[src/rtl/dct_coeff_zigzag_quantizer.sv]
// Zigzag reader and reciprocal quantizer for completed 8x8 DCT output buffers.
// Streams quantized coefficients over valid/ready and counts buffers awaiting readout.
//
// state | meaning
// IDLE  | no completed buffer pending
// ADDR  | raster address zz[k] presented to coefficient and reciprocal RAMs
// DATA  | RAM outputs captured
// MULT  | product rounded and registered
// OUT   | result offered until handshake
module dct_coeff_zigzag_quantizer #(
  parameter int COEFF_W = 12,
  parameter int RECIP_W = 16
) (
  input  logic               clock,
  input  logic               reset,
  input  logic [1:0]         dcts_frontbuffer,
  output logic [1:0]         coeff_rd_buffer,
  output logic [5:0]         coeff_rd_addr,
  input  logic [COEFF_W-1:0] coeff_rd_data,
  input  logic [RECIP_W-1:0] quant_rd_data,
  output logic               out_valid,
  input  logic               out_ready,
  output logic [COEFF_W-1:0] out_coeff,
  output logic [5:0]         out_index,
  output logic               out_last,
  output logic [1:0]         pending_count,
  output logic               overrun
);
  localparam int PW = COEFF_W + RECIP_W + 1;
  localparam logic signed [PW-1:0] HALF = {{(PW-RECIP_W){1'b0}}, 1'b1, {(RECIP_W-1){1'b0}}};
  localparam logic [5:0] ZZ [64] = '{
    6'd0,  6'd1,  6'd8,  6'd16, 6'd9,  6'd2,  6'd3,  6'd10,
    6'd17, 6'd24, 6'd32, 6'd25, 6'd18, 6'd11, 6'd4,  6'd5,
    6'd12, 6'd19, 6'd26, 6'd33, 6'd40, 6'd48, 6'd41, 6'd34,
    6'd27, 6'd20, 6'd13, 6'd6,  6'd7,  6'd14, 6'd21, 6'd28,
    6'd35, 6'd42, 6'd49, 6'd56, 6'd57, 6'd50, 6'd43, 6'd36,
    6'd29, 6'd22, 6'd15, 6'd23, 6'd30, 6'd37, 6'd44, 6'd51,
    6'd58, 6'd59, 6'd52, 6'd45, 6'd38, 6'd31, 6'd39, 6'd46,
    6'd53, 6'd60, 6'd61, 6'd54, 6'd47, 6'd55, 6'd62, 6'd63
  };

  typedef enum logic [2:0] {S_IDLE, S_ADDR, S_DATA, S_MULT, S_OUT} state_t;
  state_t state, state_nxt;

  logic [1:0] prev_fb, pending_nxt;
  logic [5:0] k, k_nxt;
  logic       done_evt, hs, blk_release, ovr_set;
  logic signed [COEFF_W-1:0] coeff_q;
  logic [RECIP_W-1:0]        recip_q;
  logic signed [PW-1:0]      prod, rounded;
  logic                      unused_bits;

  assign done_evt    = (dcts_frontbuffer != prev_fb);
  assign hs          = (state == S_OUT) && out_ready;
  assign blk_release = hs && (k == 6'd63);
  // 6-bit k wraps 63 -> 0 on the releasing handshake
  assign k_nxt       = hs ? k + 6'd1 : k;

  // Reciprocal is zero-extended so the multiply stays signed x unsigned
  assign prod        = coeff_q * $signed({1'b0, recip_q});
  assign rounded     = prod + HALF;
  assign unused_bits = ^{rounded[PW-1 -: (PW-RECIP_W-COEFF_W)], rounded[RECIP_W-1:0]};

  always_comb begin
    pending_nxt = pending_count;
    ovr_set     = 1'b0;
    if (done_evt && !blk_release) begin
      if (pending_count == 2'd3) ovr_set = 1'b1;
      else pending_nxt = pending_count + 2'd1;
    end else if (blk_release && !done_evt) begin
      pending_nxt = pending_count - 2'd1;
    end
  end

  always_ff @(posedge clock or posedge reset) begin
    if (reset) state <= S_IDLE;
    else       state <= state_nxt;
  end

  always_comb begin
    state_nxt = state;
    case (state)
      S_IDLE: if (pending_count != 2'd0) state_nxt = S_ADDR;
      S_ADDR: state_nxt = S_DATA;
      S_DATA: state_nxt = S_MULT;
      S_MULT: state_nxt = S_OUT;
      S_OUT:  if (hs) state_nxt = (blk_release && pending_nxt == 2'd0) ? S_IDLE : S_ADDR;
      default: state_nxt = S_IDLE;
    endcase
  end

  always_comb begin
    out_valid = (state == S_OUT);
    out_last  = out_valid && (k == 6'd63);
    out_index = k;
  end

  always_ff @(posedge clock or posedge reset) begin
    if (reset) begin
      prev_fb         <= 2'd0;
      pending_count   <= 2'd0;
      overrun         <= 1'b0;
      coeff_rd_buffer <= 2'd0;
      k               <= 6'd0;
      coeff_rd_addr   <= 6'd0;
      coeff_q         <= '0;
      recip_q         <= '0;
      out_coeff       <= '0;
    end else begin
      prev_fb       <= dcts_frontbuffer;
      pending_count <= pending_nxt;
      if (ovr_set) overrun <= 1'b1;
      if (blk_release) coeff_rd_buffer <= coeff_rd_buffer + 2'd1;
      k <= k_nxt;
      if (state_nxt == S_ADDR) coeff_rd_addr <= ZZ[k_nxt];
      if (state == S_DATA) begin
        coeff_q <= coeff_rd_data;
        recip_q <= quant_rd_data;
      end
      if (state == S_MULT) out_coeff <= rounded[RECIP_W +: COEFF_W];
    end
  end
endmodule

[config.mk]
export PLATFORM = sky130hd
export DESIGN_NAME = dct_coeff_zigzag_quantizer
export DESIGN_NICKNAME = d
export VERILOG_FILES = /design/src/rtl/dct_coeff_zigzag_quantizer.sv
export SDC_FILE = /design/constraint.sdc
export NUM_CORES = 1
export LEC_CHECK = 0
export CAP_MARGIN = 10
export CORE_ASPECT_RATIO = 1.4
export CORE_UTILIZATION = 62
export DETAILED_ROUTE_END_ITERATION = 7
export GPL_ROUTABILITY_DRIVEN = 1
export GPL_TIMING_DRIVEN = 1
export HOLD_SLACK_MARGIN = 0.02
export PLACE_DENSITY_LB_ADDON = 0.25
export SYNTH_ARGS = -nofsm -noshare
export SYNTH_HDL_FRONTEND = slang
export SYNTH_SLANG_ARGS = --single-unit
[constraint.sdc]
create_clock -name clock -period 5.9 [get_ports clock]
set_input_delay 0.59 -clock clock [delete_from_list [all_inputs] [get_ports clock]]
set_output_delay 0.59 -clock clock [all_outputs]
set_load 0.005 [all_outputs]
# After elaboration in Yosys (flattened, before gate mapping)
# Memories as Yosys holds them, arrays and structs flattened. A register that Yosys moved wholly into a read port is not among the register bits.
# Cells that the tools add are included.
[word_totals]
input_bits = 33
n_memories = 1
ff_bits = 56
word_cells = 46
mem_bits_ro = 384
[memory_table]
columns = ["name", "words", "width", "read_ports", "rd_ports_with_merged_regs", "wr", "line_no", "rtl"]
rows = [
  ["(name not given)", 64, 6, 1, 1, 0, "115", "if (state_nxt == S_ADDR) coeff_rd_addr <= ZZ[k_nxt];"],
]
[op_classes]
bitwise = 1
mux = 10
n_reduce_logical = 11
n_mul = 1
n_eq_ne = 8
n_addsub = 5
[ops]
columns = ["op", "count"]
rows = [
  ["$add 28x17->28 const B", 1],
  ["$mul 12x17->28", 1],
  ["$pmux 3 s5", 1],
  ["$not 6->7", 1],
  ["$add 6x1->6 const B", 1],
  ["$eq 3x1->1 const B", 2],
  ["$eq 3x2->1 const B", 2],
  ["$eq 6x6->1 const B", 1],
  ["$logic_and 1x1->1", 6],
  ["$mux 2", 3],
  ["$mux 3", 2],
  ["$mux 6", 1],
  ["$add 2x1->2 const B", 2],
  ["$eq 3x3->1 const B", 1],
  ["$logic_not 3->1", 1],
  ["$mux 1", 3],
  ["$eq 2x2->1 const B", 1],
  ["$logic_not 1->1", 2],
  ["$logic_not 2->1", 1],
  ["$ne 2x2->1", 1],
  ["$reduce_bool 2->1", 1],
  ["$sub 2x1->2 const B", 1],
]

# Depth between registers and ports, before layout
[depth]
word_depth = 12
depth_mapped = 21

# Worst setup path before layout
# Ideal clock, no wire load.
[synth_path]
kind = "flip-flop to flip-flop"
from = "reg coeff_q[4]"
to = "reg out_coeff[11]"
stages_incl_launch_ff = 21
n_path_buf = 2
period_less_slack_ns = 5.442
arrival_time_ns = 5.312
setup_slack_ns = 0.458
path_cell_list = "dfrtp_1 clkbuf_1 clkbuf_1 nand2_1 fa_1 fa_1 fa_1 inv_1 fa_1 inv_1 fa_1 inv_1 ha_1 nand4_1 nor4_1 nor3b_1 o21ai_0 a21oi_1 o41ai_1 xnor2_1 o21ai_0"
[synth_via]
elab_chain_len = 2
[synth_rtl]
columns = ["item", "line_no", "rtl"]
rows = [
  ["start, declared", "48", "logic signed [COEFF_W-1:0] coeff_q;"],
  ["start signal, assigned", "117", "coeff_q <= coeff_rd_data;"],
  ["$mul 12x17->28", "60", "assign prod = coeff_q * $signed({1'b0, recip_q});"],
  ["$add 28x17->28", "61", "assign rounded = prod + HALF;"],
  ["end signal, assigned", "120", "if (state == S_MULT) out_coeff <= rounded[RECIP_W +: COEFF_W];"],
  ["end, declared", "23", "output logic [COEFF_W-1:0] out_coeff,"],
]
# Every way passes these cells.
# A chain may end at the register's enable or synchronous reset.

# Worst setup path after layout
[layout_path]
from = "reg recip_q[2]"
to = "reg out_coeff[10]"
[layout_via]
elab_chain_len = 2
[layout_rtl]
columns = ["item", "line_no", "rtl"]
rows = [
  ["start, declared", "49", "logic [RECIP_W-1:0] recip_q;"],
  ["start signal, assigned", "118", "recip_q <= quant_rd_data;"],
  ["$mul 12x17->28", "60", ""],
  ["$add 28x17->28", "61", ""],
]
# Every way passes these cells.

==> metrics.txt <==
# TYPE chip_impl_metric gauge
chip_impl_metric{name="timing_hold_violations_final",unit=""} 0
chip_impl_metric{name="cp_max_fo",unit=""} 13
chip_impl_metric{name="slew-limit-headroom",unit="%"} 41.48
chip_impl_metric{name="chipHeight",unit="µm"} 148.9
chip_impl_metric{name="xor_xnor_fraction_of_synth_area",unit="%"} 2.749
chip_impl_metric{name="final_sum_of_negative_setup_slack",unit="ns"} 0
chip_impl_metric{name="floorplan.initialDensity",unit="%"} 63.49
chip_impl_metric{name="drt-wirelength-per-cell",unit="µm"} 16.86
chip_impl_metric{name="synth_area_per_cell",unit="µm²"} 8.924
chip_impl_info{name="r2r-start",value="recip_q[2]"} 1
chip_impl_metric{name="flow.area_growth_from_synthesis",unit="%"} 12.30
chip_impl_metric{name="detailedRoute.firstPassIterationCount",unit=""} 5
chip_impl_metric{name="grt_antenna_before_repair",unit=""} 0
chip_impl_metric{name="yosysTopAreaCellShare",unit="%"} 29.11
chip_impl_metric{name="row_count",unit=""} 53
chip_impl_metric{name="synth_cells",unit=""} 1071
chip_impl_metric{name="gpl.final_weighted_congestion",unit=""} 0.9124
chip_impl_metric{name="worst_r2r_setup_slack",unit="ns"} 0.33
chip_impl_metric{name="worst-endpoint-arrival",unit="ns"} 5.74
chip_impl_info{name="critical_register_to_register_path_endpoint",value="out_coeff[10]"} 1
chip_impl_info{name="postSynth.topFlopCell",value="sky130_fd_sc_hd__dfrtp_1"} 1
chip_impl_metric{name="worst_clock_skew",unit="ns"} 0.009857
chip_impl_metric{name="final_max_slew_viol_count",unit=""} 0
chip_impl_info{name="synth.area.top_cells",value="sky130_fd_sc_hd__fa_1, sky130_fd_sc_hd__dfrtp_1, sky130_fd_sc_hd__ha_1"} 1
chip_impl_metric{name="finalNetCount",unit=""} 1382
chip_impl_info{name="worst-setup-path-type",value="reg -> reg"} 1
chip_impl_metric{name="vias_in_the_first_global_route",unit=""} 7984
chip_impl_metric{name="first_iter_violations",unit=""} 426
chip_impl_info{name="run_status",value="complete, no violations"} 1
chip_impl_info{name="post-synth-top-area-cell",value="sky130_fd_sc_hd__fa_1"} 1
chip_impl_metric{name="worstHoldPathCells",unit=""} 2
chip_impl_info{name="min_to",value="out_coeff[3]"} 1
chip_impl_metric{name="post_synth_fa_ha_maj_area_fraction",unit="%"} 41.16
chip_impl_metric{name="synthSimpleGateAreaFrac",unit="%"} 15.85
chip_impl_metric{name="synth_enable_flop_cells",unit=""} 0
chip_impl_info{name="rsz0062_at_grt",value="false"} 1
chip_impl_metric{name="setup_violations",unit=""} 0
chip_impl_metric{name="final_period_minus_worst_setup_slack",unit="ns"} 5.565
chip_impl_metric{name="dp.final_hpwl",unit="µm"} 17780
chip_impl_metric{name="clk-insertion-delay-late",unit="ns"} 0.34
chip_impl_metric{name="synth_fp_nets",unit=""} 1335
chip_impl_metric{name="synth_seq_area_share",unit="%"} 16.23
chip_impl_metric{name="avgViaCountPerCell",unit=""} 5.763
chip_impl_metric{name="clkSinkCount",unit=""} 62
chip_impl_metric{name="muxShareOfSynthArea",unit="%"} 4.739
chip_impl_metric{name="fin_util",unit="%"} 71.31
chip_impl_info{name="cts_tree",value="done"} 1
chip_impl_metric{name="worst_setup_hold_path_clk_slew",unit="ns"} 0.06
chip_impl_metric{name="top_level_ports",unit=""} 64
chip_impl_info{name="worst_hold_startpoint",value="out_coeff[3]"} 1
chip_impl_metric{name="final-instance-count-excl-fill",unit=""} 1315
chip_impl_metric{name="yosysUniqueCellTypes",unit=""} 61
chip_impl_metric{name="insertedDiodeCount",unit=""} 0
chip_impl_info{name="combinational_family_with_the_most_area_after_synthesis",value="adder cells"} 1
chip_impl_metric{name="io_buffers",unit=""} 63
chip_impl_metric{name="groute.usage.overall",unit="%"} 29.90
chip_impl_metric{name="post-place-cells",unit=""} 1299
chip_impl_metric{name="dpl-instance-area",unit="µm²"} 10420
chip_impl_info{name="min_path_type",value="reg -> reg"} 1
chip_impl_info{name="crit_path_start_kind",value="register"} 1
chip_impl_metric{name="yosysWarnings",unit=""} 0
chip_impl_metric{name="async_reset_ff_share",unit="%"} 100.0
chip_impl_metric{name="worst_slew_pin_slew",unit="ns"} 0.8752
chip_impl_metric{name="worst_ep_required_time",unit="ns"} 6.07
chip_impl_metric{name="ys_ff_latch",unit=""} 62
chip_impl_metric{name="max_buffers_root_to_sink",unit=""} 2
chip_impl_metric{name="fillerInstances",unit=""} 1142
chip_impl_metric{name="coreArea",unit="µm²"} 15050
chip_impl_metric{name="synth_compound_area_share",unit="%"} 9.478
chip_impl_info{name="clock_tree.root_cell",value="sky130_fd_sc_hd__clkbuf_16"} 1
chip_impl_metric{name="postCtsSetupBuffers",unit=""} 0
chip_impl_metric{name="via_count",unit=""} 7578
chip_impl_metric{name="grt_pass1_wl",unit="µm"} 36940
chip_impl_metric{name="final_area",unit="µm²"} 10730
chip_impl_info{name="critical_path_capture_point_type",value="register"} 1
chip_impl_metric{name="die_area",unit="µm²"} 15920
chip_impl_metric{name="die-width",unit="µm"} 106.9
chip_impl_metric{name="timing.reg2reg.worst_path_depth",unit=""} 19
chip_impl_metric{name="max_cap_violations",unit=""} 0
chip_impl_metric{name="tritoncts.num_buffers",unit=""} 9
chip_impl_metric{name="h-tree-depth",unit=""} 3
chip_impl_metric{name="grt_overflow_total",unit=""} 0
chip_impl_metric{name="drt-total-wl",unit="µm"} 22170
chip_impl_metric{name="fmaxAchievable",unit="MHz"} 179.7
chip_impl_metric{name="min_period_over_period",unit="%"} 94.33
chip_impl_metric{name="route.antenna.remaining_nets",unit=""} 0
chip_impl_metric{name="share_of_layout_cells_above_drive_strength_1",unit="%"} 8.905
chip_impl_metric{name="maximum_number_of_pins_on_one_net_before_global_route_repair",unit=""} 63
chip_impl_metric{name="post_synth_instance_area",unit="µm²"} 9558
chip_impl_metric{name="drt_drc_violations_left",unit=""} 0
-- synth_stat cells, types with 3 or more instances --
library cell                instances
sky130_fd_sc_hd__buf_2              4
sky130_fd_sc_hd__a21oi_1           28
sky130_fd_sc_hd__o21bai_1           5
sky130_fd_sc_hd__a211oi_1           5
sky130_fd_sc_hd__and2_1            61
sky130_fd_sc_hd__and3_1             6
sky130_fd_sc_hd__nor4_1             3
sky130_fd_sc_hd__nor2b_1            3
sky130_fd_sc_hd__inv_1            187
sky130_fd_sc_hd__ha_1              92
sky130_fd_sc_hd__xor2_1             8
sky130_fd_sc_hd__nand4_1            3
sky130_fd_sc_hd__a21o_1            12
sky130_fd_sc_hd__nand2_1          162
sky130_fd_sc_hd__nand2b_1          10
sky130_fd_sc_hd__mux2i_1            7
sky130_fd_sc_hd__nor3_1            13
sky130_fd_sc_hd__fa_1             139
sky130_fd_sc_hd__or3_1              3
sky130_fd_sc_hd__nand3_1           11
sky130_fd_sc_hd__o211ai_1           6
sky130_fd_sc_hd__o21ai_0           36
sky130_fd_sc_hd__mux2_1             3
sky130_fd_sc_hd__a31oi_1            9
sky130_fd_sc_hd__xnor2_1           22
sky130_fd_sc_hd__mux2_2            31
sky130_fd_sc_hd__dfrtp_1           62
sky130_fd_sc_hd__clkbuf_1          47
sky130_fd_sc_hd__buf_1              3
sky130_fd_sc_hd__nor2_1            42
sky130_fd_sc_hd__o2111ai_1          3
sky130_fd_sc_hd__o22ai_1            3
sky130_fd_sc_hd__o41ai_1            3
-- flip-flops by register name (all words and copies together), names as in the netlist --
register         count
coeff_rd_buffer      2
overrun              1
out_coeff           12
recip_q             16
state                3
coeff_q             12
coeff_rd_addr        6
pending_count        2
out_index            6
prev_fb              2
-- worst max-delay path, cell delays in order (launching register included) --
cell and delay [ns]:
sky130_fd_sc_hd__dfrtp_1 0.66, sky130_fd_sc_hd__nand2_1 0.16, sky130_fd_sc_hd__fa_1 0.43, sky130_fd_sc_hd__fa_1 0.48, sky130_fd_sc_hd__fa_1 0.54, sky130_fd_sc_hd__inv_1 0.05, sky130_fd_sc_hd__fa_1 0.47, sky130_fd_sc_hd__inv_1 0.06
sky130_fd_sc_hd__fa_1 0.53, sky130_fd_sc_hd__inv_1 0.04, sky130_fd_sc_hd__ha_1 0.28, sky130_fd_sc_hd__nand4_1 0.09, sky130_fd_sc_hd__nor4_2 0.28, sky130_fd_sc_hd__buf_4 0.19, sky130_fd_sc_hd__nor2_1 0.06, sky130_fd_sc_hd__o211ai_1 0.26
sky130_fd_sc_hd__o211ai_1 0.17, sky130_fd_sc_hd__o41ai_2 0.38, sky130_fd_sc_hd__xnor2_1 0.16, sky130_fd_sc_hd__o21ai_0 0.09
-- worst max-delay path by stage --
stage / startpoint / to / slack [ns] / depth (start not counted)
after CTS: coeff_q[4] / out_coeff[11] / 0.09 / 19
after floorplan: coeff_q[4] / out_coeff[11] / 0.46 / 20
after detailed placement: coeff_q[4] / out_coeff[11] / 0.11 / 19
after global routing: coeff_q[0] / out_coeff[8] / 0.02 / 21
after global placement: coeff_q[4] / out_coeff[11] / 0.19 / 19
final: recip_q[2] / out_coeff[10] / 0.33 / 19
-- per-layer routing --
| layer | wire, µm | GRT usage (%) | vias to the layer above | part of all wire (%) |
|---|---|---|---|---|
| met5 | 0 | 0 | - | 0 |
| met1 | 8258 | 34.09 | 3753 | 37 |
| li1 | - | - | 3477 | - |
| met2 | 11960 | 53.52 | 258 | 54 |
| met3 | 911 | 3.976 | 90 | 4.1 |
| met4 | 1034 | 16.85 | 0 | 4.7 |
-- metrics by stage --
step / hold slack [ns] / setup WS (ns)
finish: 0.4772 / 0.3348
global route: 0.4875 / 0.01540
CTS: 0.4807 / 0.08565
detailed placement: 0.4648 / 0.1143
global placement: 0.4477 / 0.1923
floorplan: 0.4510 / 0.4577
-- repair_timing --
item / CTS / global route
hold buffers: 0 / 0
setup endpoints to repair: 0 / 8
gates resized for setup: 0 / 16
-- area by class of cell --
class	count	area, µm²	area share, %
Sequential cell	62	1567	14.59
Inverter	189	709.4	6.609
Clock buffer	9	225.2	2.098
Clock inverter	7	48.80	0.4546
Multi-Input combinational cell	764	7096	66.10
Timing Repair Buffer	92	848.3	7.903
Tap cell	192	240.2	2.238
-- placed cells by master (no fill, tap or decap), types with 5 or more instances in the layout --
cell / instances
sky130_fd_sc_hd__and2_1: 61
sky130_fd_sc_hd__nor2_1: 42
sky130_fd_sc_hd__mux2_2: 31
sky130_fd_sc_hd__o21ai_0: 36
sky130_fd_sc_hd__dfrtp_1: 50
sky130_fd_sc_hd__o211ai_1: 6
sky130_fd_sc_hd__a21o_1: 12
sky130_fd_sc_hd__ha_1: 92
sky130_fd_sc_hd__inv_1: 186
sky130_fd_sc_hd__a21oi_1: 27
sky130_fd_sc_hd__nand3_1: 11
sky130_fd_sc_hd__buf_4: 29
sky130_fd_sc_hd__and3_1: 6
sky130_fd_sc_hd__fa_1: 139
sky130_fd_sc_hd__xnor2_1: 22
sky130_fd_sc_hd__a211oi_1: 5
sky130_fd_sc_hd__dfrtp_2: 12
sky130_fd_sc_hd__o21bai_1: 5
sky130_fd_sc_hd__nand2b_1: 10
sky130_fd_sc_hd__xor2_1: 8
sky130_fd_sc_hd__a31oi_1: 9
sky130_fd_sc_hd__nor3_1: 13
sky130_fd_sc_hd__clkdlybuf4s50_1: 63
sky130_fd_sc_hd__mux2i_1: 7
sky130_fd_sc_hd__clkbuf_16: 9
sky130_fd_sc_hd__nand2_1: 162
-- cells by family (layout without fill, tap and decap cells) --
kind of cell               count (synthesis)  count (layout)
xor gates and xnor gates                  30              30
and+or+nand+nor                          325             325
buffers and inverters                    245             297
AOI/OAI and AO/OA                        137             137
muxes                                     41              41
adders and majority gates                231             231
DFF                                       62              62
Power is not shown: default switching activity piles up to over one toggle a cycle in this logic, so the estimate is an artifact.
